File: src/rtl/des_iterative_core_if.sv
`default_nettype none
// ============================================================================
// Module : des_iterative_core_if
// Stream handshakes plus the external F-function hookup of the DES core.
// Rev    : 1.0
// ============================================================================
interface des_iterative_core_if;
  logic        in_valid;
  logic        in_ready;
  logic        in_mode;
  logic [63:0] in_data;
  logic [63:0] in_key;
  logic        out_valid;
  logic        out_ready;
  logic [63:0] out_data;
  logic [47:0] f_key;
  logic [31:0] f_rdata;
  logic [31:0] f_result;
  logic [4:0]  round_cnt;

  modport master (
    output in_valid, in_mode, in_data, in_key, out_ready, f_result,
    input  in_ready, out_valid, out_data, f_key, f_rdata, round_cnt
  );

  modport slave (
    input  in_valid, in_mode, in_data, in_key, out_ready, f_result,
    output in_ready, out_valid, out_data, f_key, f_rdata, round_cnt
  );
endinterface
`default_nettype wire

File: src/rtl/des_iterative_core.sv
`default_nettype none
// ============================================================================
// Module : des_iterative_core
// Iterative DES encrypt/decrypt, one round per clock around an external F-function.
// Rev    : 1.0
// ============================================================================
module des_iterative_core #(
  parameter bit CLEAR_ON_DONE = 1'b1
) (
  input wire                  clk,
  input wire                  rst_n,
  des_iterative_core_if.slave bus
);

  typedef enum logic [1:0] {
    S_IDLE  = 2'd0,
    S_ROUND = 2'd1,
    S_DONE  = 2'd2
  } state_t;

  localparam int IP_TBL [64] = '{
    58,50,42,34,26,18,10,2, 60,52,44,36,28,20,12,4, 62,54,46,38,30,22,14,6, 64,56,48,40,32,24,16,8,
    57,49,41,33,25,17,9,1,  59,51,43,35,27,19,11,3, 61,53,45,37,29,21,13,5, 63,55,47,39,31,23,15,7};
  localparam int FP_TBL [64] = '{
    40,8,48,16,56,24,64,32, 39,7,47,15,55,23,63,31, 38,6,46,14,54,22,62,30, 37,5,45,13,53,21,61,29,
    36,4,44,12,52,20,60,28, 35,3,43,11,51,19,59,27, 34,2,42,10,50,18,58,26, 33,1,41,9,49,17,57,25};
  localparam int PC1_TBL [56] = '{
    57,49,41,33,25,17,9,1, 58,50,42,34,26,18,10,2, 59,51,43,35,27,19,11,3, 60,52,44,36,
    63,55,47,39,31,23,15,7, 62,54,46,38,30,22,14,6, 61,53,45,37,29,21,13,5, 28,20,12,4};
  localparam int PC2_TBL [48] = '{
    14,17,11,24,1,5, 3,28,15,6,21,10, 23,19,12,4,26,8, 16,7,27,20,13,2,
    41,52,31,37,47,55, 30,40,51,45,33,48, 44,49,39,56,34,53, 46,42,50,36,29,32};

  // Tables use bit 1 = MSB numbering, hence the width-minus-index mapping.
  function automatic logic [63:0] ip_perm(input logic [63:0] x);
    logic [63:0] y;
    y = '0;
    for (int i = 0; i < 64; i++) y[6'(63 - i)] = x[6'(64 - IP_TBL[i])];
    return y;
  endfunction

  function automatic logic [63:0] fp_perm(input logic [63:0] x);
    logic [63:0] y;
    y = '0;
    for (int i = 0; i < 64; i++) y[6'(63 - i)] = x[6'(64 - FP_TBL[i])];
    return y;
  endfunction

  function automatic logic [55:0] pc1_perm(input logic [63:0] x);
    logic [55:0] y;
    y = '0;
    for (int i = 0; i < 56; i++) y[6'(55 - i)] = x[6'(64 - PC1_TBL[i])];
    return y;
  endfunction

  function automatic logic [47:0] pc2_perm(input logic [55:0] x);
    logic [47:0] y;
    y = '0;
    for (int i = 0; i < 48; i++) y[6'(47 - i)] = x[6'(56 - PC2_TBL[i])];
    return y;
  endfunction

  function automatic logic two_shift(input logic [4:0] n);
    return !(n == 5'd1 || n == 5'd2 || n == 5'd9 || n == 5'd16);
  endfunction

  function automatic logic [27:0] rotl28(input logic [27:0] x, input logic two);
    return two ? {x[25:0], x[27:26]} : {x[26:0], x[27]};
  endfunction

  function automatic logic [27:0] rotr28(input logic [27:0] x, input logic two);
    return two ? {x[1:0], x[27:2]} : {x[0], x[27:1]};
  endfunction

  state_t      state_q, state_d;
  logic [31:0] l_q, l_d, r_q, r_d;
  logic [27:0] c_q, c_d, d_q, d_d;
  logic        mode_q, mode_d;
  logic [4:0]  round_cnt_q, round_cnt_d;
  logic        out_valid_q, out_valid_d;
  logic [63:0] out_data_q, out_data_d;

  logic        two_sh;
  logic [27:0] c_rnd, d_rnd;
  logic [31:0] r_mix;

  always_ff @(posedge clk or negedge rst_n) begin
    if (!rst_n) begin
      state_q     <= S_IDLE;
      l_q         <= '0;
      r_q         <= '0;
      c_q         <= '0;
      d_q         <= '0;
      mode_q      <= 1'b0;
      round_cnt_q <= '0;
      out_valid_q <= 1'b0;
      out_data_q  <= '0;
    end else begin
      state_q     <= state_d;
      l_q         <= l_d;
      r_q         <= r_d;
      c_q         <= c_d;
      d_q         <= d_d;
      mode_q      <= mode_d;
      round_cnt_q <= round_cnt_d;
      out_valid_q <= out_valid_d;
      out_data_q  <= out_data_d;
    end
  end

  // Key path kept apart from the f_result path so the external F loop stays acyclic.
  // Decrypt uses the unshifted key first and rotates right afterwards (K16..K1).
  always_comb begin
    two_sh      = 1'b0;
    c_rnd       = c_q;
    d_rnd       = d_q;
    bus.f_key   = '0;
    bus.f_rdata = '0;
    if (state_q == S_ROUND) begin
      bus.f_rdata = r_q;
      if (!mode_q) begin
        two_sh    = two_shift(round_cnt_q);
        c_rnd     = rotl28(c_q, two_sh);
        d_rnd     = rotl28(d_q, two_sh);
        bus.f_key = pc2_perm({c_rnd, d_rnd});
      end else begin
        two_sh    = two_shift(5'd17 - round_cnt_q);
        c_rnd     = rotr28(c_q, two_sh);
        d_rnd     = rotr28(d_q, two_sh);
        bus.f_key = pc2_perm({c_q, d_q});
      end
    end
  end

  always_comb begin
    state_d     = state_q;
    l_d         = l_q;
    r_d         = r_q;
    c_d         = c_q;
    d_d         = d_q;
    mode_d      = mode_q;
    round_cnt_d = round_cnt_q;
    out_valid_d = out_valid_q;
    out_data_d  = out_data_q;
    r_mix       = l_q ^ bus.f_result;
    unique case (state_q)
      S_IDLE: begin
        if (bus.in_valid) begin
          {l_d, r_d}  = ip_perm(bus.in_data);
          {c_d, d_d}  = pc1_perm(bus.in_key);
          mode_d      = bus.in_mode;
          round_cnt_d = 5'd1;
          state_d     = S_ROUND;
        end
      end
      S_ROUND: begin
        c_d = c_rnd;
        d_d = d_rnd;
        l_d = r_q;
        r_d = r_mix;
        if (round_cnt_q == 5'd16) begin
          round_cnt_d = '0;
          out_valid_d = 1'b1;
          out_data_d  = fp_perm({r_mix, r_q});
          state_d     = S_DONE;
        end else begin
          round_cnt_d = round_cnt_q + 5'd1;
        end
      end
      S_DONE: begin
        if (bus.out_ready) begin
          out_valid_d = 1'b0;
          state_d     = S_IDLE;
          if (CLEAR_ON_DONE) begin
            l_d = '0;
            r_d = '0;
            c_d = '0;
            d_d = '0;
          end
        end
      end
      default: state_d = S_IDLE;
    endcase
  end

  assign bus.in_ready  = (state_q == S_IDLE);
  assign bus.out_valid = out_valid_q;
  assign bus.out_data  = out_data_q;
  assign bus.round_cnt = round_cnt_q;

endmodule
`default_nettype wire

File: src/flat_wrapper.sv
// flat-port wrapper written by rule: the top's interface ports become plain ports
module des_iterative_core_flat 
#(
  parameter bit CLEAR_ON_DONE = 1'b1
)
  (clk, rst_n, bus_in_valid, bus_in_mode, bus_in_data, bus_in_key, bus_out_ready, bus_f_result, bus_in_ready, bus_out_valid, bus_out_data, bus_f_key, bus_f_rdata, bus_round_cnt);
  des_iterative_core_if bus_i ();
  input wire clk;
  input wire rst_n;
  input wire logic [$bits(bus_i.in_valid)-1:0] bus_in_valid;
  input wire logic [$bits(bus_i.in_mode)-1:0] bus_in_mode;
  input wire logic [$bits(bus_i.in_data)-1:0] bus_in_data;
  input wire logic [$bits(bus_i.in_key)-1:0] bus_in_key;
  input wire logic [$bits(bus_i.out_ready)-1:0] bus_out_ready;
  input wire logic [$bits(bus_i.f_result)-1:0] bus_f_result;
  output wire logic [$bits(bus_i.in_ready)-1:0] bus_in_ready;
  output wire logic [$bits(bus_i.out_valid)-1:0] bus_out_valid;
  output wire logic [$bits(bus_i.out_data)-1:0] bus_out_data;
  output wire logic [$bits(bus_i.f_key)-1:0] bus_f_key;
  output wire logic [$bits(bus_i.f_rdata)-1:0] bus_f_rdata;
  output wire logic [$bits(bus_i.round_cnt)-1:0] bus_round_cnt;
  assign bus_i.in_valid = bus_in_valid;
  assign bus_i.in_mode = bus_in_mode;
  assign bus_i.in_data = bus_in_data;
  assign bus_i.in_key = bus_in_key;
  assign bus_i.out_ready = bus_out_ready;
  assign bus_i.f_result = bus_f_result;
  assign bus_in_ready = bus_i.in_ready;
  assign bus_out_valid = bus_i.out_valid;
  assign bus_out_data = bus_i.out_data;
  assign bus_f_key = bus_i.f_key;
  assign bus_f_rdata = bus_i.f_rdata;
  assign bus_round_cnt = bus_i.round_cnt;
  des_iterative_core #(.CLEAR_ON_DONE(CLEAR_ON_DONE)) u_core (.clk(clk), .rst_n(rst_n), .bus(bus_i));
endmodule
File: config.mk
export PLATFORM = sky130hd
export DESIGN_NAME = des_iterative_core_flat
export DESIGN_NICKNAME = d
export VERILOG_FILES = /design/src/rtl/des_iterative_core_if.sv /design/src/rtl/des_iterative_core.sv /design/src/flat_wrapper.sv
export SDC_FILE = /design/constraint.sdc
export NUM_CORES = 1
export LEC_CHECK = 0
export ABC_AREA = 0
export CELL_PAD_IN_SITES_DETAIL_PLACEMENT = 1
export CELL_PAD_IN_SITES_GLOBAL_PLACEMENT = 2
export CORE_UTILIZATION = 25
export DETAILED_ROUTE_END_ITERATION = 10
export PLACE_DENSITY_LB_ADDON = 0.1
export SYNTH_ARGS = -nofsm -noshare
export SYNTH_HDL_FRONTEND = slang
export SYNTH_SLANG_ARGS = --single-unit
File: constraint.sdc
create_clock -name clk -period 2.2 [get_ports clk]
set_input_delay 0.33 -clock clk [delete_from_list [all_inputs] [get_ports clk]]
set_output_delay 0.33 -clock clk [all_outputs]
set_load 0.01 [all_outputs]
==> metrics.md <==
| Metric | Value |
|---|---|
| Vias | `8767` |
| Worst min path class | `primary input to async pin` |
| Skew-Pair Late Insertion Delay | `450 ps` |
| Worst slew margin | `51.6%` |
| Worst Skew | `22.4 ps` |
| RePlAce Congestion | `0.738` |
| Post-synthesis cell type count | `63` |
| Hpwl dp | `23000 um` |
| Max Slew Vio Count | `0` |
| Synth Instances | `997` |
| Filler cell count | `4075` |
| Seq/Total Area, Yosys | `38.3%` |
| Measured slew at the worst slew-check pin | `726 ps` |
| First-pass GRT wire length | `56800 um` |
| Critical Path Source Type | `flop` |
| Total wire length | `38800 um` |
| Leakage power | `0.00650 uW` |
| Reg2Reg Launch Point | `u_core.bus.round_cnt[0]` |
| Synth Warn # | `0` |
| Root buf cell | `clkbuf_16` |
| Num ports | `316` |
| Status | `finished with violations` |
| First drt pass iteration count | `4` |
| Req. time, crit path | `1870 ps` |
| Tot GR Track Use | `19.2%` |
| Die X | `197 um` |
| Largest net degree at the start of global routing | `52` |
| Core Area | `0.0370 mm^2` |
| Crit end category | `output port` |
| Share of cells above drive strength 1 | `41.4%` |
| Initial Util | `25.6%` |
| Cell Area, Synth | `0.00947 mm^2` |
| Setup TNS | `-24280 ps` |
| Hold Vio Cnt, Final | `0` |
| Nets | `1467` |
| Power per cell area | `1880 mW/mm^2` |
| CP Capture Point | `bus_f_key[3]` |
| Vias per inst | `4.85` |
| RSZ-0062 raised after global routing | `yes` |
| Worst-case reg-to-reg path depth | `15` |
| Core Util, Final | `41.0%` |
| Antenna Violating Nets Remaining | `0` |
| Port-buffer cells | `149` |
| # rows | `70` |
| CTS tree | `done` |
| Total power | `28500 uW` |
| Critical Path AT | `2470 ps` |
| DR iter-0 viols | `338` |
| Cell taking the most area after synthesis | `dfrtp_1` |
| WHS | `377 ps` |
| Crit Path Category | `flop to output port` |
| Fmax | `358 MHz` |
| Wirelength per Cell | `21.5 um` |
| Primary FF master, synth | `dfrtp_1` |
| Post-Place Setup Slack | `-494 ps` |
| GR Overflow Total | `0` |
| Failing checks | `setup timing` |
| Clock sink total | `145` |
| Peak VDD IR | `0.836 mV` |
| Die ar. | `0.0386 mm^2` |
| Ranking of synthesized cells by area | `dfrtp_1 38%, mux2_2 9.5%, buf_4 5.9%, nor2_1 3.2%, mux2i_1 2.5%` |
| Worst setup path startpoint | `u_core.bus.round_cnt[1]` |
| #FFs+latches synth | `145` |
| CTS Buffer Depth | `2` |
| Die Height | `197 um` |
| # Max-Cap Violations | `0` |
| Number of synthesized flops with an enable pin | `0` |
| Top-area cell type share of the netlist area | `38.3%` |
| Commonest non-fill, non-tap cell in the layout | `dfrtp_1` |
| Vias in the first global route | `9225` |
| Reg2reg end | `u_core.c_q[25]` |
| CTS H-tree lvls | `4` |
| Initial antenna violation count | `2` |
| Most frequent cells in the layout | `141 x dfrtp_1, 94 x buf_4, 90 x clkdlybuf4s50_1` |
| Reg2Reg Setup Slack | `-440 ps` |
| Part of the cycle the worst path needs | `127%` |
| Synth-to-layout area growth | `60.1%` |
| Post-layout minimum cycle time | `2800 ps` |
| Worst Path Max Fanout | `5` |
| Synthesized area per cell | `9.50 um^2` |
| Setup ws final | `-596 ps` |
| Final setup viols | `73` |
| Clock-pin slew on the worst setup and hold paths | `60 ps` |
| DRC | `0` |
| CTS buffer count | `17` |
| Ys async rst share | `100%` |
==> logic make-up after synthesis <==
group	after synthesis	synth area share (%)
other cells	1	0.0396
xor+xnor	35	3.24
compound gates	222	17.2
simple gates	322	17.7
flops	145	38.3
buf+inv	157	9.94
mux	105	12.2
fa+ha+maj	10	1.32
==> state kept, by name, summed over array words and instances (netlist names) <==
register and cells:
u_core.bus.out_data 16, u_core.bus.out_valid 1, u_core.bus.round_cnt 5, u_core.c_q 28
u_core.d_q 28, u_core.l_q 32, u_core.mode_q 1, u_core.r_q 32
u_core.state_q 2
==> metal layers <==
layer / vias to the layer above / global-route usage, % / part of all wire (%)
li1: 4063 / - / -
met2: 201 / 31.7 / 48
met3: 41 / 4.04 / 4.3
met5: - / 0 / 0.031
met4: 2 / 6.23 / 1.6
met1: 4460 / 25.1 / 46
==> Yosys cell counts (all sizes together), types with 2 or more instances <==
cell,instances
a2111oi,8
a211oi,12
a21o,24
a21oi,26
a221oi,21
a22oi,29
a31oi,8
a32oi,2
and2,34
and3,19
and4,2
buf,109
clkbuf,39
dfrtp,145
ha,10
inv,8
mux2,81
mux2i,24
nand2,56
nand2b,27
nand3,34
nand3b,4
nor2,81
nor2b,15
nor3,22
nor4,11
o211a,3
o211ai,27
o21a,2
o21ai,21
o311ai,5
o31ai,27
or3,7
or4,4
xnor2,17
xor2,18
==> worst min-delay path by stage <==
stage	from	endpoint
2_1_floorplan	rst_n	u_core.bus.out_data[11]
3_3_place_gp	rst_n	u_core.l_q[5]
3_5_place_dp	rst_n	u_core.l_q[5]
4_1_cts	rst_n	u_core.l_q[5]
5_1_grt	rst_n	u_core.l_q[5]
6_report	rst_n	u_core.l_q[5]
==> layout make-up <==
type / count / area [um^2] / area share, %
multi-input combinational: 764 / 6300 / 41.6
tap: 504 / 631 / 4.16
clock buffer: 17 / 425 / 2.81
clock inverter: 14 / 194 / 1.28
inverter: 9 / 41.3 / 0.272
sequential: 145 / 3630 / 24.0
timing repair buffer: 355 / 3930 / 25.9
antenna: 1 / 2.50 / 0.0165
==> worst max-delay path, stage by stage, from the launching register on <==
cell     delay [ps]
dfrtp_2         440
inv_4           100
ha_4            140
nor3b_4         200
buf_4           140
a21o_4          140
buf_8           140
buf_12          160
mux2i_4         250
and3_4          210
buf_6           100
==> timing repair <==
| item | 4_1_cts | 5_1_grt |
|---|---|---|
| endpoints found under the hold margin | 34 | 0 |
| setup buffers | 79 | 27 |
| pin swaps | 67 | 47 |
| cloned | 12 | 11 |
| setup endpoints to repair | 114 | 135 |
| resized for setup | 381 | 163 |
| hold buffers | 1 | 0 |
==> where the power goes <==
part / total (uW) / switching, uW / internal (uW)
Sequential: 4340 / 803 / 3540
Clock: 3230 / 1400 / 1830
Combinational: 20900 / 10200 / 10700
Total: 28500 / 12400 / 16100
==> through the flow <==
stage	cells	instance area, um^2
after global routing	1808	15200
after detailed placement	1689	12200
after CTS	1784	14200
after global placement	1689	12200
final	1809	15200
after floorplan	1066	9750
(Power assumes the default switching activity.)
